`config.mk`:
```
export PLATFORM = sky130hd
export DESIGN_NAME = multdiv_sequencer
export DESIGN_NICKNAME = d
export VERILOG_FILES = /design/src/rtl/cpu_defs.sv /design/src/rtl/md_timeout_counter.sv /design/src/rtl/multdiv_sequencer.sv
export SDC_FILE = /design/constraint.sdc
export NUM_CORES = 1
export LEC_CHECK = 0
export ABC_AREA = 1
export CORE_AREA = 5 5 59 101
export DETAILED_ROUTE_END_ITERATION = 10
export DIE_AREA = 0 0 64 106
export DONT_BUFFER_PORTS = 1
export PLACE_DENSITY = 0.69
export REMOVE_ABC_BUFFERS = 1
export SETUP_SLACK_MARGIN = 0.5
export SYNTH_ARGS = -nofsm -noshare
export SYNTH_HDL_FRONTEND = slang
export SYNTH_SLANG_ARGS = --single-unit
```
`constraint.sdc`:
```
create_clock -name clock -period 2 [get_ports clock]
set_input_delay 0.3 -clock clock [delete_from_list [all_inputs] [get_ports clock]]
set_output_delay 0.3 -clock clock [all_outputs]
set_load 0.005 [all_outputs]
```
`src/rtl/cpu_defs.sv`:
```
// cpu_defs: shared CPU decode constants and multdiv sequencer state encoding
package cpu_defs;
    localparam logic [4:0]  OP_RTYPE     = 5'b00000;
    localparam logic [4:0]  ALU_MULT     = 5'b00110;
    localparam logic [4:0]  ALU_DIV      = 5'b00111;
    localparam logic [4:0]  REG_RSTATUS  = 5'd30;
    localparam logic [31:0] RSTATUS_MULT = 32'd4;
    localparam logic [31:0] RSTATUS_DIV  = 32'd5;
    localparam logic [1:0]  S_IDLE = 2'd0;
    localparam logic [1:0]  S_BUSY = 2'd1;
    localparam logic [1:0]  S_DONE = 2'd2;

    function automatic logic is_md_op(input logic valid, input logic [4:0] opcode, input logic [4:0] aluop);
        return valid && opcode == OP_RTYPE && (aluop == ALU_MULT || aluop == ALU_DIV);
    endfunction
endpackage

```
`src/rtl/md_timeout_counter.sv`:
```
// md_timeout_counter: saturating busy-cycle counter that flags when TIMEOUT cycles have elapsed
module md_timeout_counter #(
    parameter int TIMEOUT = 40
) (
    input  logic clock,
    input  logic reset,
    input  logic clear,
    input  logic enable,
    output logic expired
);
    localparam int W = $clog2(TIMEOUT + 1);
    localparam logic [W-1:0] LIMIT = W'(TIMEOUT);

    logic [W-1:0] count;

    assign expired = count == LIMIT;

    always_ff @(posedge clock) begin
        if (reset || clear)
            count <= '0;
        else if (enable && !expired)
            count <= count + 1'b1;
    end
endmodule

```
`src/rtl/multdiv_sequencer.sv`:
```
// multdiv_sequencer: stalls the pipeline around a multi-cycle mult/div and hands back its result
module multdiv_sequencer
    import cpu_defs::*;
#(
    parameter int TIMEOUT = 40
) (
    input  logic        clock,
    input  logic        reset,
    input  logic        dx_valid,
    input  logic [4:0]  dx_opcode,
    input  logic [4:0]  dx_aluop,
    input  logic [4:0]  dx_rd,
    input  logic        flush,
    input  logic        md_ready,
    input  logic        md_exception,
    input  logic [31:0] md_result,
    output logic        ctrl_mult,
    output logic        ctrl_div,
    output logic        op_latch,
    output logic        stall,
    output logic        res_valid,
    output logic [4:0]  res_rd,
    output logic [31:0] res_data,
    output logic        res_exception
);
    logic [1:0]  state;
    logic [4:0]  lat_rd;
    logic        lat_div;
    logic [31:0] cap_data;
    logic        cap_exc;
    logic        accept;
    logic        first;
    logic        expired;

    assign accept        = state == S_IDLE && is_md_op(dx_valid, dx_opcode, dx_aluop) && !flush;
    // the start pulse marks the first BUSY cycle, where a stale md_ready must be ignored
    assign first         = ctrl_mult | ctrl_div;
    assign op_latch      = accept;
    assign stall         = accept | (state == S_BUSY);
    assign res_valid     = state == S_DONE;
    assign res_exception = res_valid & cap_exc;
    assign res_rd        = !res_valid ? '0 : cap_exc ? REG_RSTATUS : lat_rd;
    assign res_data      = !res_valid ? '0 : cap_exc ? (lat_div ? RSTATUS_DIV : RSTATUS_MULT) : cap_data;

    md_timeout_counter #(.TIMEOUT(TIMEOUT)) u_timeout (
        .clock   (clock),
        .reset   (reset),
        .clear   (accept),
        .enable  (state == S_BUSY),
        .expired (expired)
    );

    always_ff @(posedge clock) begin
        if (reset) begin
            state     <= S_IDLE;
            ctrl_mult <= 1'b0;
            ctrl_div  <= 1'b0;
            lat_rd    <= '0;
            lat_div   <= 1'b0;
            cap_data  <= '0;
            cap_exc   <= 1'b0;
        end else begin
            ctrl_mult <= accept & ~dx_aluop[0];
            ctrl_div  <= accept & dx_aluop[0];
            if (accept) begin
                state   <= S_BUSY;
                lat_rd  <= dx_rd;
                lat_div <= dx_aluop[0];
            end else if (state == S_BUSY) begin
                if (flush) begin
                    state <= S_IDLE;
                end else if (md_ready && !first) begin
                    state    <= S_DONE;
                    cap_data <= md_result;
                    cap_exc  <= md_exception;
                end else if (expired) begin
                    state    <= S_DONE;
                    cap_data <= '0;
                    cap_exc  <= 1'b1;
                end
            end else begin
                state <= S_IDLE;
            end
        end
    end
endmodule

```
==> impl_metrics.csv <==
group,metric,value,unit
run_status,status,"finished, final reports clean",
job,maxCapViolCount,0,
power_and_ir_drop,power,0.001852,W
floorplanning,io_pins,96,
clock_tree,clock-sinks,49,
layout,multi_input_area,1645,sq um
detailed_routing,drt_iter0_drc,94,
synth,synth_top_cells_by_count,"nand2_1, nor2_1, dfxtp_1, inv_1, a21oi_1",
layout,drive_gt1_share,21.54,%
synth,synth_seq_area_share,36.36,%
detailed_routing,drt-wirelength-per-cell,14.27,um
layout,nets,509,
global_routing,grt_use_total,20.66,%
sta,fmax,0.6081,GHz
synth,async_reset_ff_share,0,%
worst_setup_path,critical_path_arrival,1340,ps
layout,syn2layout_area_growth,23.05,%
clock_tree,cts.clk_slew.worst_paths,80,ps
power_and_ir_drop,cellLeakagePower,1.338,nW
power_and_ir_drop,p_per_area,557.8,nW/um^2
place,place_inst,482,
clock_tree,cts_tree,"yes",
synth,synth.top_cell.area_share,36.36,%
floorplanning,die_y,106,um
place,placed_cell_area,2708,sq um
detailed_routing,dr.pass1.iters,4,
clock_tree,cts_htree_levels,2,
worst_setup_path,startpoint_type,"flip-flop",
synth,synth_area_leaders,"dfxtp_1, nand2_1, nor2_1",
global_routing,grt_pass1_wl,11560,um
min_path,hold_start,"reset",
clock_tree,numCtsBuffers,5,
min_path,hp-class,"in2reg",
synth,ys_seq_elements,49,
layout,layoutNonFillerInstCount,510,
worst_setup_path,r2r_cells,9,
synth,yosysMostFrequentCell,"nand2_1",
floorplanning,die-area,6784,sq um
clock_tree,clock-root-buffer,"clkbuf_8",
floorplanning,core_area,5124,sq um
power_and_ir_drop,peakVddDrop,0.6747,mV
sta,rsz0062_at_grt,"yes",
synth,synth_edf_count,0,
global_routing,grt_pass1_vias,2449,
sta,fin_worst_skew,7.733,ps
detailed_routing,avgViaCountPerCell,5.361,
worst_setup_path,rrSetupSlack,590,ps
global_routing,antenna_found_initial,0,
sta,max_slew.worst_pin.slew,544.2,ps
sta,slew_viol_final,0,
layout,seq_area,989.7,sq um
synth,synth_area,2698,sq um
detailed_routing,num_vias,2734,
detailed_routing,drtAntennaViolNets,0,
floorplanning,die_w,64,um
synth,synth_top_area_cell,"dfxtp_1",
worst_setup_path,worstSetupEndpointType,"output pin",
synth,yosys_warnings,0,
worst_setup_path,critPathKind,"reg2out",
sta,finalSetupViolations,0,
clock_tree,clock_latency,300,ps
detailed_routing,drc,0,
sta,period_needed,1644,ps
synth,ys.flop_type,"dfxtp_1",
worst_setup_path,cp_max_fo,6,
worst_setup_path,critPathRequiredTime,1700,ps
synth,ys_types,21,
detailed_routing,wirelength,7279,um
place,dp_hpwl,4528,um
global_routing,grt-ovfl-total,0,
sta,slew_headroom,63.50,%
min_path,hold_depth,1,
clock_tree,cts.path.max_buffers,2,
place,port_buffers,0,
sta,hold_viol_final,0,
worst_setup_path,reg2reg_to,"u_timeout.count[0]$_SDFFE_PP0P_",
synth,syn_avg_cell_area,6.076,sq um
sta,fin_crit_sh,82.22,%
worst_setup_path,r2r_start,"u_timeout.count[0]$_SDFFE_PP0P_",
floorplanning,rows,35,
layout,n_antenna_cell,0,
layout,fill_cells,488,
layout,fin_area,3319,sq um
floorplanning,initial_core_util,52.65,%
synth,synth_cells,444,
min_path,hold_end,"state[1]$_SDFFE_PP0P_",
place,routabilityCongestion,0.8076,
global_routing,grt_max_degree,57,
[worst max path at each step]
stage	startpoint	endpoint	depth (start not counted)
after floorplan	state[1]$_SDFFE_PP0P_	cap_data[11]$_SDFFE_PP0P_	6
after global placement	u_timeout.count[0]$_SDFFE_PP0P_	cap_data[17]$_SDFFE_PP0P_	9
after detailed placement	u_timeout.count[0]$_SDFFE_PP0P_	cap_data[22]$_SDFFE_PP0P_	9
after CTS	state[1]$_SDFFE_PP0P_	res_data[0]	5
after global routing	state[1]$_SDFFE_PP0P_	res_data[29]	5
final	state[1]$_SDFFE_PP0P_	res_rd[2]	5
[routing by layer]
metal / up-vias / track usage, % / wire length [um]
met1: 1272 / 24.92 / 2882
met2: 75 / 35.97 / 3949
met3: 8 / 4.123 / 364
met4: 0 / 6.389 / 82
li1: 1379 / - / -
met5: - / 0 / 0
[state kept, by name (all words and copies together) (netlist names)]
name	flops
cap_data	32
cap_exc	1
ctrl_div	1
ctrl_mult	1
lat_div	1
lat_rd	5
state	2
u_timeout.count	6
[cell usage in the layout, fill, tap and decap left out, types with 5 or more instances in the layout]
master / netlist / final
nand2_1: 132 / 130
nor2_1: 98 / 64
dfxtp_1: 49 / 44
inv_1: 45 / 40
nand3_1: 32 / 32
a21oi_1: 37 / 31
nor2_2: 3 / 29
buf_4: 12 / 16
nor2_4: 0 / 8
nand4_1: 8 / 8
clkbuf_8: 0 / 6
a21oi_4: 0 / 5
[logic make-up after synthesis]
group	after synthesis	share of synthesized area (%)
buffers and inverters	73	12.20
flip-flops	49	36.36
AND/OR/NAND/NOR	280	42.67
AO/OA/AOI/OAI	37	6.865
XOR/XNOR	3	0.9742
adder cells (fa/ha/maj)	2	0.9275
[metrics by stage]
step / TNS, ps / setup WS, ps / hold WS, ps / util [%]
floorplan: -321.9 / -53.64 / 372.4 / -
global placement: 0 / 405.5 / 373.5 / 52.84
detailed placement: 0 / 339.2 / 376.2 / 52.84
CTS: 0 / 374.8 / 46.01 / 60.68
global route: 0 / 299.0 / 44.54 / 64.79
finish: 0 / 355.5 / 54.00 / 64.79
[final cells by class]
class	count	share of cell area (%)
clock buffers	7	2.601
clock inverters	1	0.9046
inverters	48	5.654
multi-input cells	323	49.57
flip-flops and latches	49	29.82
well taps	55	2.073
repair buffers	26	9.159
repair inverters	1	0.2262
[worst max-delay path, cell delays in order (launching register included)]
cell	delay, ps
dfxtp_2	350
inv_2	50
nor2_4	190
clkinvlp_4	160
buf_8	170
a21oi_4	120
[report_power, final]
group	leakage (nW)	internal, W	switching (W)
Combinational	0.882	0.0000505	0.0000849
Clock	0.0585	0.000408	0.000335
Sequential	0.397	0.000973	0.0000000883
[repair_timing]
| action | CTS | global route |
|---|---|---|
| endpoints found under the setup margin | 67 | 75 |
| hold buffers | 0 | 0 |
| buffers inserted | 9 | 6 |
| gates resized for setup | 62 | 21 |
| pin swaps | 4 | 3 |
| gates cloned | 2 | 3 |
Power figures use the tool's default switching activity.
